[src/rtl/conv_layer_stream_if.sv]
// Pixel-in / result-out stream bundle for conv_layer_stream.
// The slave side is the convolution layer, and the master side is the upstream/downstream logic.
interface conv_layer_stream_if #(
  parameter int DATA_WIDTH = 8
);
  logic                         in_iv;
  logic signed [DATA_WIDTH-1:0] in_id;
  logic                         in_ready_o;
  logic                         out_ov;
  logic signed [DATA_WIDTH-1:0] out_od;
  logic                         out_last_o;

  modport master (output in_iv, in_id, input in_ready_o, out_ov, out_od, out_last_o);
  modport slave  (input in_iv, in_id, output in_ready_o, out_ov, out_od, out_last_o);
endinterface

[src/rtl/conv_layer_stream.sv]
// Streaming KxK valid-window convolution with line buffers, runtime weights,
// bias, rounding requantisation, optional ReLU and saturation.
module conv_layer_stream #(
  parameter int DATA_WIDTH = 8,
  parameter int ROW_NUM    = 8,
  parameter int COL_NUM    = 8,
  parameter int K          = 3,
  parameter int ACC_WIDTH  = 24
) (
  input  logic                                      clk,
  input  logic                                      nrst,
  input  logic                                      w_load_iv,
  input  logic [((K*K > 1) ? $clog2(K*K) : 1)-1:0]  w_addr_id,
  input  logic signed [DATA_WIDTH-1:0]              w_data_id,
  input  logic signed [ACC_WIDTH-1:0]               bias_id,
  input  logic                                      cfg_relu_i,
  input  logic [4:0]                                cfg_shift_i,
  conv_layer_stream_if.slave                        s_if,
  output logic                                      busy_o
);
  localparam int NW = K * K;
  localparam int AW = (NW > 1) ? $clog2(NW) : 1;
  localparam int RW = (ROW_NUM > 1) ? $clog2(ROW_NUM) : 1;
  localparam int CW = (COL_NUM > 1) ? $clog2(COL_NUM) : 1;
  localparam int EW = ACC_WIDTH + 32;
  localparam logic signed [EW-1:0] MAX_V = EW'(2**(DATA_WIDTH-1) - 1);
  localparam logic signed [EW-1:0] MIN_V = EW'(-(2**(DATA_WIDTH-1)));

  typedef enum logic [1:0] {ST_IDLE = 2'd0, ST_STREAM = 2'd1, ST_DRAIN = 2'd2} state_t;

  state_t                       state_r, state_s;
  logic                         drain_cnt_r;
  logic [RW-1:0]                row_r;
  logic [CW-1:0]                col_r;
  logic signed [DATA_WIDTH-1:0] w_r      [NW];
  logic signed [DATA_WIDTH-1:0] win_r    [NW];
  logic signed [DATA_WIDTH-1:0] col_in_s [K];
  logic signed [2*DATA_WIDTH-1:0] prod_s [NW];
  logic signed [ACC_WIDTH-1:0]  bias_r, sum_s, s1_sum_r;
  logic                         relu_r;
  logic [4:0]                   shift_r;
  logic                         accept_s, last_pix_s, win_ok_s;
  logic                         win_v_r, win_last_r, s1_v_r, s1_last_r;
  logic                         out_ov_r, out_last_r;
  logic signed [DATA_WIDTH-1:0] out_od_r;

  // Round-half-up arithmetic shift, optional ReLU, then clamp to the output range.
  function automatic logic signed [DATA_WIDTH-1:0] requant(
    input logic signed [ACC_WIDTH-1:0] acc,
    input logic [4:0]                  sh,
    input logic                        relu
  );
    logic signed [EW-1:0] t;
    logic signed [EW-1:0] rnd;
    logic signed [DATA_WIDTH-1:0] res;
    t   = EW'(acc);
    rnd = {{(EW-1){1'b0}}, 1'b1};
    if (sh != 5'd0) begin
      rnd = rnd << (sh - 5'd1);
      t   = (t + rnd) >>> sh;
    end else begin
      t = t;
    end
    if (relu && t[EW-1]) begin
      t = '0;
    end else begin
      t = t;
    end
    if (t > MAX_V) begin
      res = MAX_V[DATA_WIDTH-1:0];
    end else if (t < MIN_V) begin
      res = MIN_V[DATA_WIDTH-1:0];
    end else begin
      res = t[DATA_WIDTH-1:0];
    end
    return res;
  endfunction

  assign s_if.in_ready_o = (state_r != ST_DRAIN) && !w_load_iv;
  assign accept_s        = s_if.in_iv && s_if.in_ready_o;
  assign last_pix_s      = (row_r == RW'(ROW_NUM - 1)) && (col_r == CW'(COL_NUM - 1));
  assign win_ok_s        = (row_r >= RW'(K - 1)) && (col_r >= CW'(K - 1));
  assign busy_o          = (state_r != ST_IDLE);
  assign s_if.out_ov     = out_ov_r;
  assign s_if.out_od     = out_od_r;
  assign s_if.out_last_o = out_last_r;

  // State register and the two-cycle drain timer.
  always_ff @(posedge clk or negedge nrst) begin
    if (!nrst) begin
      state_r     <= ST_IDLE;
      drain_cnt_r <= 1'b0;
    end else begin
      state_r     <= state_s;
      drain_cnt_r <= (state_r == ST_DRAIN) ? ~drain_cnt_r : 1'b0;
    end
  end

  // Next-state logic.
  always_comb begin
    state_s = state_r;
    case (state_r)
      ST_IDLE: begin
        if (accept_s) begin
          state_s = last_pix_s ? ST_DRAIN : ST_STREAM;
        end else begin
          state_s = ST_IDLE;
        end
      end
      ST_STREAM: begin
        if (accept_s && last_pix_s) begin
          state_s = ST_DRAIN;
        end else begin
          state_s = ST_STREAM;
        end
      end
      ST_DRAIN: begin
        if (drain_cnt_r) begin
          state_s = ST_IDLE;
        end else begin
          state_s = ST_DRAIN;
        end
      end
      default: state_s = ST_IDLE;
    endcase
  end

  // Weights load only while idle; frame config is captured with the first pixel.
  always_ff @(posedge clk or negedge nrst) begin
    if (!nrst) begin
      for (int i = 0; i < NW; i++) w_r[i] <= '0;
      bias_r  <= '0;
      relu_r  <= 1'b0;
      shift_r <= 5'd0;
    end else begin
      if (state_r == ST_IDLE && w_load_iv && ({1'b0, w_addr_id} < (AW+1)'(NW))) begin
        w_r[w_addr_id] <= w_data_id;
      end
      if (state_r == ST_IDLE && accept_s) begin
        bias_r  <= bias_id;
        relu_r  <= cfg_relu_i;
        shift_r <= cfg_shift_i;
      end
    end
  end

  // Raster position counters, window shift register and window-valid tags.
  always_ff @(posedge clk or negedge nrst) begin
    if (!nrst) begin
      row_r      <= '0;
      col_r      <= '0;
      for (int i = 0; i < NW; i++) win_r[i] <= '0;
      win_v_r    <= 1'b0;
      win_last_r <= 1'b0;
    end else begin
      win_v_r    <= accept_s && win_ok_s;
      win_last_r <= accept_s && last_pix_s;
      if (accept_s) begin
        if (col_r == CW'(COL_NUM - 1)) begin
          col_r <= '0;
          row_r <= (row_r == RW'(ROW_NUM - 1)) ? '0 : row_r + RW'(1);
        end else begin
          col_r <= col_r + CW'(1);
        end
        for (int i = 0; i < K; i++) begin
          for (int j = 0; j < K - 1; j++) win_r[i*K + j] <= win_r[i*K + j + 1];
          win_r[i*K + K - 1] <= col_in_s[i];
        end
      end
    end
  end

  // Row i of lb_r holds the row that is K-1-i rows above the incoming pixel.
  if (K > 1) begin : g_lb
    logic signed [DATA_WIDTH-1:0] lb_r [K-1][COL_NUM];

    // Push the incoming pixel into its column, moving older rows up.
    always_ff @(posedge clk or negedge nrst) begin
      if (!nrst) begin
        for (int i = 0; i < K - 1; i++)
          for (int j = 0; j < COL_NUM; j++) lb_r[i][j] <= '0;
      end else if (accept_s) begin
        for (int i = 0; i < K - 2; i++) lb_r[i][col_r] <= lb_r[i+1][col_r];
        lb_r[K-2][col_r] <= s_if.in_id;
      end
    end

    // New window column: buffered rows on top, live pixel at the bottom.
    always_comb begin
      for (int i = 0; i < K - 1; i++) col_in_s[i] = lb_r[i][col_r];
      col_in_s[K-1] = s_if.in_id;
    end
  end else begin : g_nolb
    // K=1 takes the pixel straight into the single window cell.
    always_comb begin
      col_in_s[0] = s_if.in_id;
    end
  end

  // Stage 1 products and adder tree.
  always_comb begin
    sum_s = '0;
    for (int i = 0; i < NW; i++) begin
      prod_s[i] = w_r[i] * win_r[i];
      sum_s     = sum_s + ACC_WIDTH'(prod_s[i]);
    end
  end

  // Two pipeline stages: sum register, then bias/requant into the output registers.
  always_ff @(posedge clk or negedge nrst) begin
    if (!nrst) begin
      s1_v_r     <= 1'b0;
      s1_last_r  <= 1'b0;
      s1_sum_r   <= '0;
      out_ov_r   <= 1'b0;
      out_last_r <= 1'b0;
      out_od_r   <= '0;
    end else begin
      s1_v_r     <= win_v_r;
      s1_last_r  <= win_last_r;
      out_ov_r   <= s1_v_r;
      out_last_r <= s1_v_r && s1_last_r;
      if (win_v_r) s1_sum_r <= sum_s;
      if (s1_v_r) out_od_r <= requant(s1_sum_r + bias_r, shift_r, relu_r);
    end
  end
endmodule

[src/flat_wrapper.sv]
// flat-port wrapper written by rule: the top's interface ports become plain ports
module conv_layer_stream_flat 
#(
  parameter int DATA_WIDTH = 8,
  parameter int ROW_NUM    = 8,
  parameter int COL_NUM    = 8,
  parameter int K          = 3,
  parameter int ACC_WIDTH  = 24
)
  (clk, nrst, w_load_iv, w_addr_id, w_data_id, bias_id, cfg_relu_i, cfg_shift_i, busy_o, s_if_in_iv, s_if_in_id, s_if_in_ready_o, s_if_out_ov, s_if_out_od, s_if_out_last_o);
  conv_layer_stream_if #(.DATA_WIDTH(DATA_WIDTH)) s_if_i ();
  input  logic clk;
  input  logic nrst;
  input  logic w_load_iv;
  input  logic [((K*K > 1) ? $clog2(K*K) : 1)-1:0] w_addr_id;
  input  logic signed [DATA_WIDTH-1:0] w_data_id;
  input  logic signed [ACC_WIDTH-1:0] bias_id;
  input  logic cfg_relu_i;
  input  logic [4:0] cfg_shift_i;
  output logic busy_o;
  input wire logic [$bits(s_if_i.in_iv)-1:0] s_if_in_iv;
  input wire logic [$bits(s_if_i.in_id)-1:0] s_if_in_id;
  output wire logic [$bits(s_if_i.in_ready_o)-1:0] s_if_in_ready_o;
  output wire logic [$bits(s_if_i.out_ov)-1:0] s_if_out_ov;
  output wire logic [$bits(s_if_i.out_od)-1:0] s_if_out_od;
  output wire logic [$bits(s_if_i.out_last_o)-1:0] s_if_out_last_o;
  assign s_if_i.in_iv = s_if_in_iv;
  assign s_if_i.in_id = s_if_in_id;
  assign s_if_in_ready_o = s_if_i.in_ready_o;
  assign s_if_out_ov = s_if_i.out_ov;
  assign s_if_out_od = s_if_i.out_od;
  assign s_if_out_last_o = s_if_i.out_last_o;
  conv_layer_stream #(.DATA_WIDTH(DATA_WIDTH), .ROW_NUM(ROW_NUM), .COL_NUM(COL_NUM), .K(K), .ACC_WIDTH(ACC_WIDTH)) u_core (.clk(clk), .nrst(nrst), .w_load_iv(w_load_iv), .w_addr_id(w_addr_id), .w_data_id(w_data_id), .bias_id(bias_id), .cfg_relu_i(cfg_relu_i), .cfg_shift_i(cfg_shift_i), .s_if(s_if_i), .busy_o(busy_o));
endmodule
[config.mk]
export PLATFORM = sky130hd
export DESIGN_NAME = conv_layer_stream_flat
export DESIGN_NICKNAME = d
export VERILOG_FILES = /design/src/rtl/conv_layer_stream_if.sv /design/src/rtl/conv_layer_stream.sv /design/src/flat_wrapper.sv
export SDC_FILE = /design/constraint.sdc
export NUM_CORES = 2
export LEC_CHECK = 0
export CAP_MARGIN = 20
export CORE_MARGIN = 3
export CORE_UTILIZATION = 50
export DETAILED_ROUTE_END_ITERATION = 16
export GPL_TIMING_DRIVEN = 0
export PLACE_DENSITY = 0.77
export SLEW_MARGIN = 20
export SYNTH_ARGS = -nofsm -noshare
export SYNTH_HDL_FRONTEND = slang
export SYNTH_SLANG_ARGS = --single-unit
[constraint.sdc]
create_clock -name clk -period 16.4 [get_ports clk]
set_input_delay 3.28 -clock clk [delete_from_list [all_inputs] [get_ports clk]]
set_output_delay 3.28 -clock clk [all_outputs]
set_load 0.005 [all_outputs]
==> impl_results.md <==
- Async set or reset register ratio after synthesis: 100%
- Worst-path maximum fanout: 10
- Root Driver: clkbuf_16
- Total CTS buffers: 44
- Max-cap violations: 0
- CORE AREA: about 0.092 mm^2
- Slew headroom: 20.1%
- Grt met1 use: 41.8%
- Met2 Use GR: a little under half
- Critical path class: flip-flop to flip-flop
- Die Y-Extent: 312 um
- Average cell area after synthesis: around 9.6 um^2
- Overall routing resource usage: 30.8%
- Post-DP HPWL: 119 mm
- Largest net degree at the start of global routing: 97
- Port bufs: 63
- Clk_skew: ~37 ps
- Slowest CP cell: clkbuf_1
- # IOs: 66
- GP Congestion: ~1
- Number of synthesized flops with an enable pin: 0
- Clk_lat worst skew: 650 ps
- Grt ovf: 0
- GR Util met3: under 10%
- Seq/Total Area, Yosys: around a fifth
- CTS tree: built
- Antenna Nets Post-Route: 0
- Warnings, synthesis: 0
- Clk slew on worst S/H paths: ~60 ps
- Clk sinks: approximately 350
- Setup repair bufs after CTS: 0
- Worst Hold Class: flip-flop to flip-flop
- DRC: 0
- Die Area: roughly 0.098 mm^2
- Synth Instances: around 4,900
- DRT Wirelength: ~150 mm
- Resize count post-CTS: 0
- Synth cell types: 96
- Crit. End Element: flip-flop
- Layer with the highest usage: met2
- First-pass GRT wire length: around 230 mm
- Yosys reg bits: 349
- Mapped cell area: 0.0469 mm^2
- Chip width: about 310 um
- Share of the synthesized area in the top cell type: around 33%
- Vias in the first global route: 38,515
- CTS Buffer Depth: 3
- Iter 0 DRT Violations: ~3,500
- Buf/Inv on CP: 8
- Mapped Nets: ~6,000
- Top cell family by delay on the critical path: adder cells
- Initial antenna violation count: 6
- Largest cells by area after synthesis: fa_1 33%, dfrtp_1 19%, ha_1 7.3%, inv_1 7.2%, mux2_2 5.0%
- Core Util, Final: 55.0%
- Most used cell, CP: fa_1
- Hold Fails Final Rpt: 0
- DR vias: about 37,000
- Crit path largest cell delay: ~580 ps
- Layout cells sized above 1: roughly 7.1%
- Worst EP arrival: ~14,000 ps
- Status: complete, no violations
- RSZ-0062 raised after global routing: no
- Most common cell after layout, fill and taps aside: inv_1
- Post-layout minimum cycle time: 13,560 ps
- Avg WL per Cell: ~23 um
- H-tree depth: 2
- Placed cell areas: ~0.05 mm^2
- Cts hold-fix bufs: 0
- Fill count: just over 8,000
- Post-route cell area: 0.0508 mm^2
- Site Rows: approximately 110
- Slew @ Worst Pin: 1180 ps
- Routed vias/inst: approximately 5.8
- Crit share post-route: between 80% and 90%
- Most frequent cells in the layout: 895 x inv_1, 784 x fa_1, 581 x nand2_1, 349 x dfrtp_1, 282 x and2_1
- CP Launch Type: flip-flop
- Leading area contributor after synthesis: fa_1
- Drt pass-1 iters: 6
- Initial Utilization: between 50% and 60%
- Setup violations, final: 0
- Primary FF master, synth: dfrtp_1
- Final net count: just over 6,000
- Req. time, crit path: 16,870 ps
- Max-slew violations: 0
- F_max: about 0.074 GHz
- Synth-to-Final Area Change: 8.25%
## registers in the layout (all words and copies together) (netlist names)
| register | flops |
|---|---|
| u_core.g_lb.lb_r | 128 |
| u_core.row_r | 3 |
| u_core.s_if.out_last_o | 1 |
| u_core.s1_v_r | 1 |
| u_core.s1_last_r | 1 |
| u_core.bias_r | 24 |
| u_core.drain_cnt_r | 1 |
| u_core.relu_r | 1 |
| u_core.state_r | 2 |
| u_core.win_v_r | 1 |
| u_core.col_r | 3 |
| u_core.win_last_r | 1 |
| u_core.w_r | 72 |
| u_core.s1_sum_r | 24 |
| u_core.s_if.out_od | 8 |
| u_core.shift_r | 5 |
| u_core.s_if.out_ov | 1 |
| u_core.win_r | 72 |
## cells in the mapped netlist, types with 10 or more instances
cell	count
a211oi_1	31
a21o_1	36
a21oi_1	164
a221oi_1	18
a31oi_1	16
and2_1	282
and3_1	16
buf_1	13
clkbuf_1	187
dfrtp_1	349
fa_1	784
ha_1	272
inv_1	895
mux2_2	207
mux2i_1	45
mux4_2	16
nand2_1	581
nand2b_1	45
nand3_1	42
nand4_1	22
nor2_1	240
nor2b_1	30
nor3_1	45
nor4_1	10
o211ai_1	33
o21a_1	19
o21ai_0	158
o21bai_1	18
o221ai_1	10
o31ai_1	15
o32ai_1	11
or2_2	11
or3_1	19
xnor2_1	59
xor2_1	28
## cell type report
class	count	area, um^2	area share (%)
well taps	1243	1560	3.06
inverters	898	3370	6.64
flip-flops and latches	349	8730	17.2
plain buffers	212	838	1.65
repair buffers	70	761	1.50
diodes	6	15.0	0.0296
clock inverters	15	209	0.411
clock buffers	62	1290	2.54
multi-input cells	3452	34000	67.0
## cells by family after synthesis
| kind of cell | synth area share (%) |
|---|---|
| buffers and inverters | 8.97 |
| adder cells (fa/ha/maj) | 40.7 |
| AND/OR/NAND/NOR | 14.1 |
| XOR/XNOR | 1.62 |
| AO/OA/AOI/OAI | 9.33 |
| multiplexers | 6.70 |
| flip-flops | 18.6 |
## layer usage
layer	vias up	share of wire, %
li1	15882	-
met1	18764	41
met2	1708	45
met3	338	9.8
met4	2	4.3
met5	-	0.0088
## per-stage QoR
| stage | setup WS [ps] | cells | hold slack [ps] | TNS (ps) |
|---|---|---|---|---|
| global placement | -3890 | 6217 | 340 | -1331000 |
| detailed placement | 3000 | 6224 | 354 | 0 |
| global route | 2220 | 6301 | 377 | 0 |
| finish | 2840 | 6307 | 363 | 0 |
| floorplan | 4170 | 4911 | 331 | 0 |
| CTS | 2900 | 6301 | 366 | 0 |
## final timing paths
path	startpoint	slack (ps)	to	cells past startpoint
worst max-delay path	u_core.win_r[49]$_DFFE_PN0P_	2840	u_core.s1_sum_r[23]$_DFFE_PN0P_	42
worst min-delay path	u_core.win_last_r$_DFF_PN0_	360	u_core.s1_last_r$_DFF_PN0_	0
worst max register to register	u_core.win_r[49]$_DFFE_PN0P_	2840	u_core.s1_sum_r[23]$_DFFE_PN0P_	42
worst min register to register	u_core.win_last_r$_DFF_PN0_	360	u_core.s1_last_r$_DFF_PN0_	0
max in group asynchronous	nrst	12450	u_core.g_lb.lb_r[124]$_DFFE_PN0P_	4
min in group asynchronous	nrst	2510	u_core.w_r[68]$_DFFE_PN0P_	1
## worst reg2reg max path: cells and delay by family (launching register included)
family / cells / cell delay, ps
fa+ha+maj: 18 / 8650
compound gates: 11 / 2650
buf+inv: 8 / 990
xor+xnor: 2 / 410
simple gates: 3 / 380
flops: 1 / 320
Power is left out: the tool's default activity adds up to more than one toggle a clock period on the data nets, which glitch-free logic cannot reach.
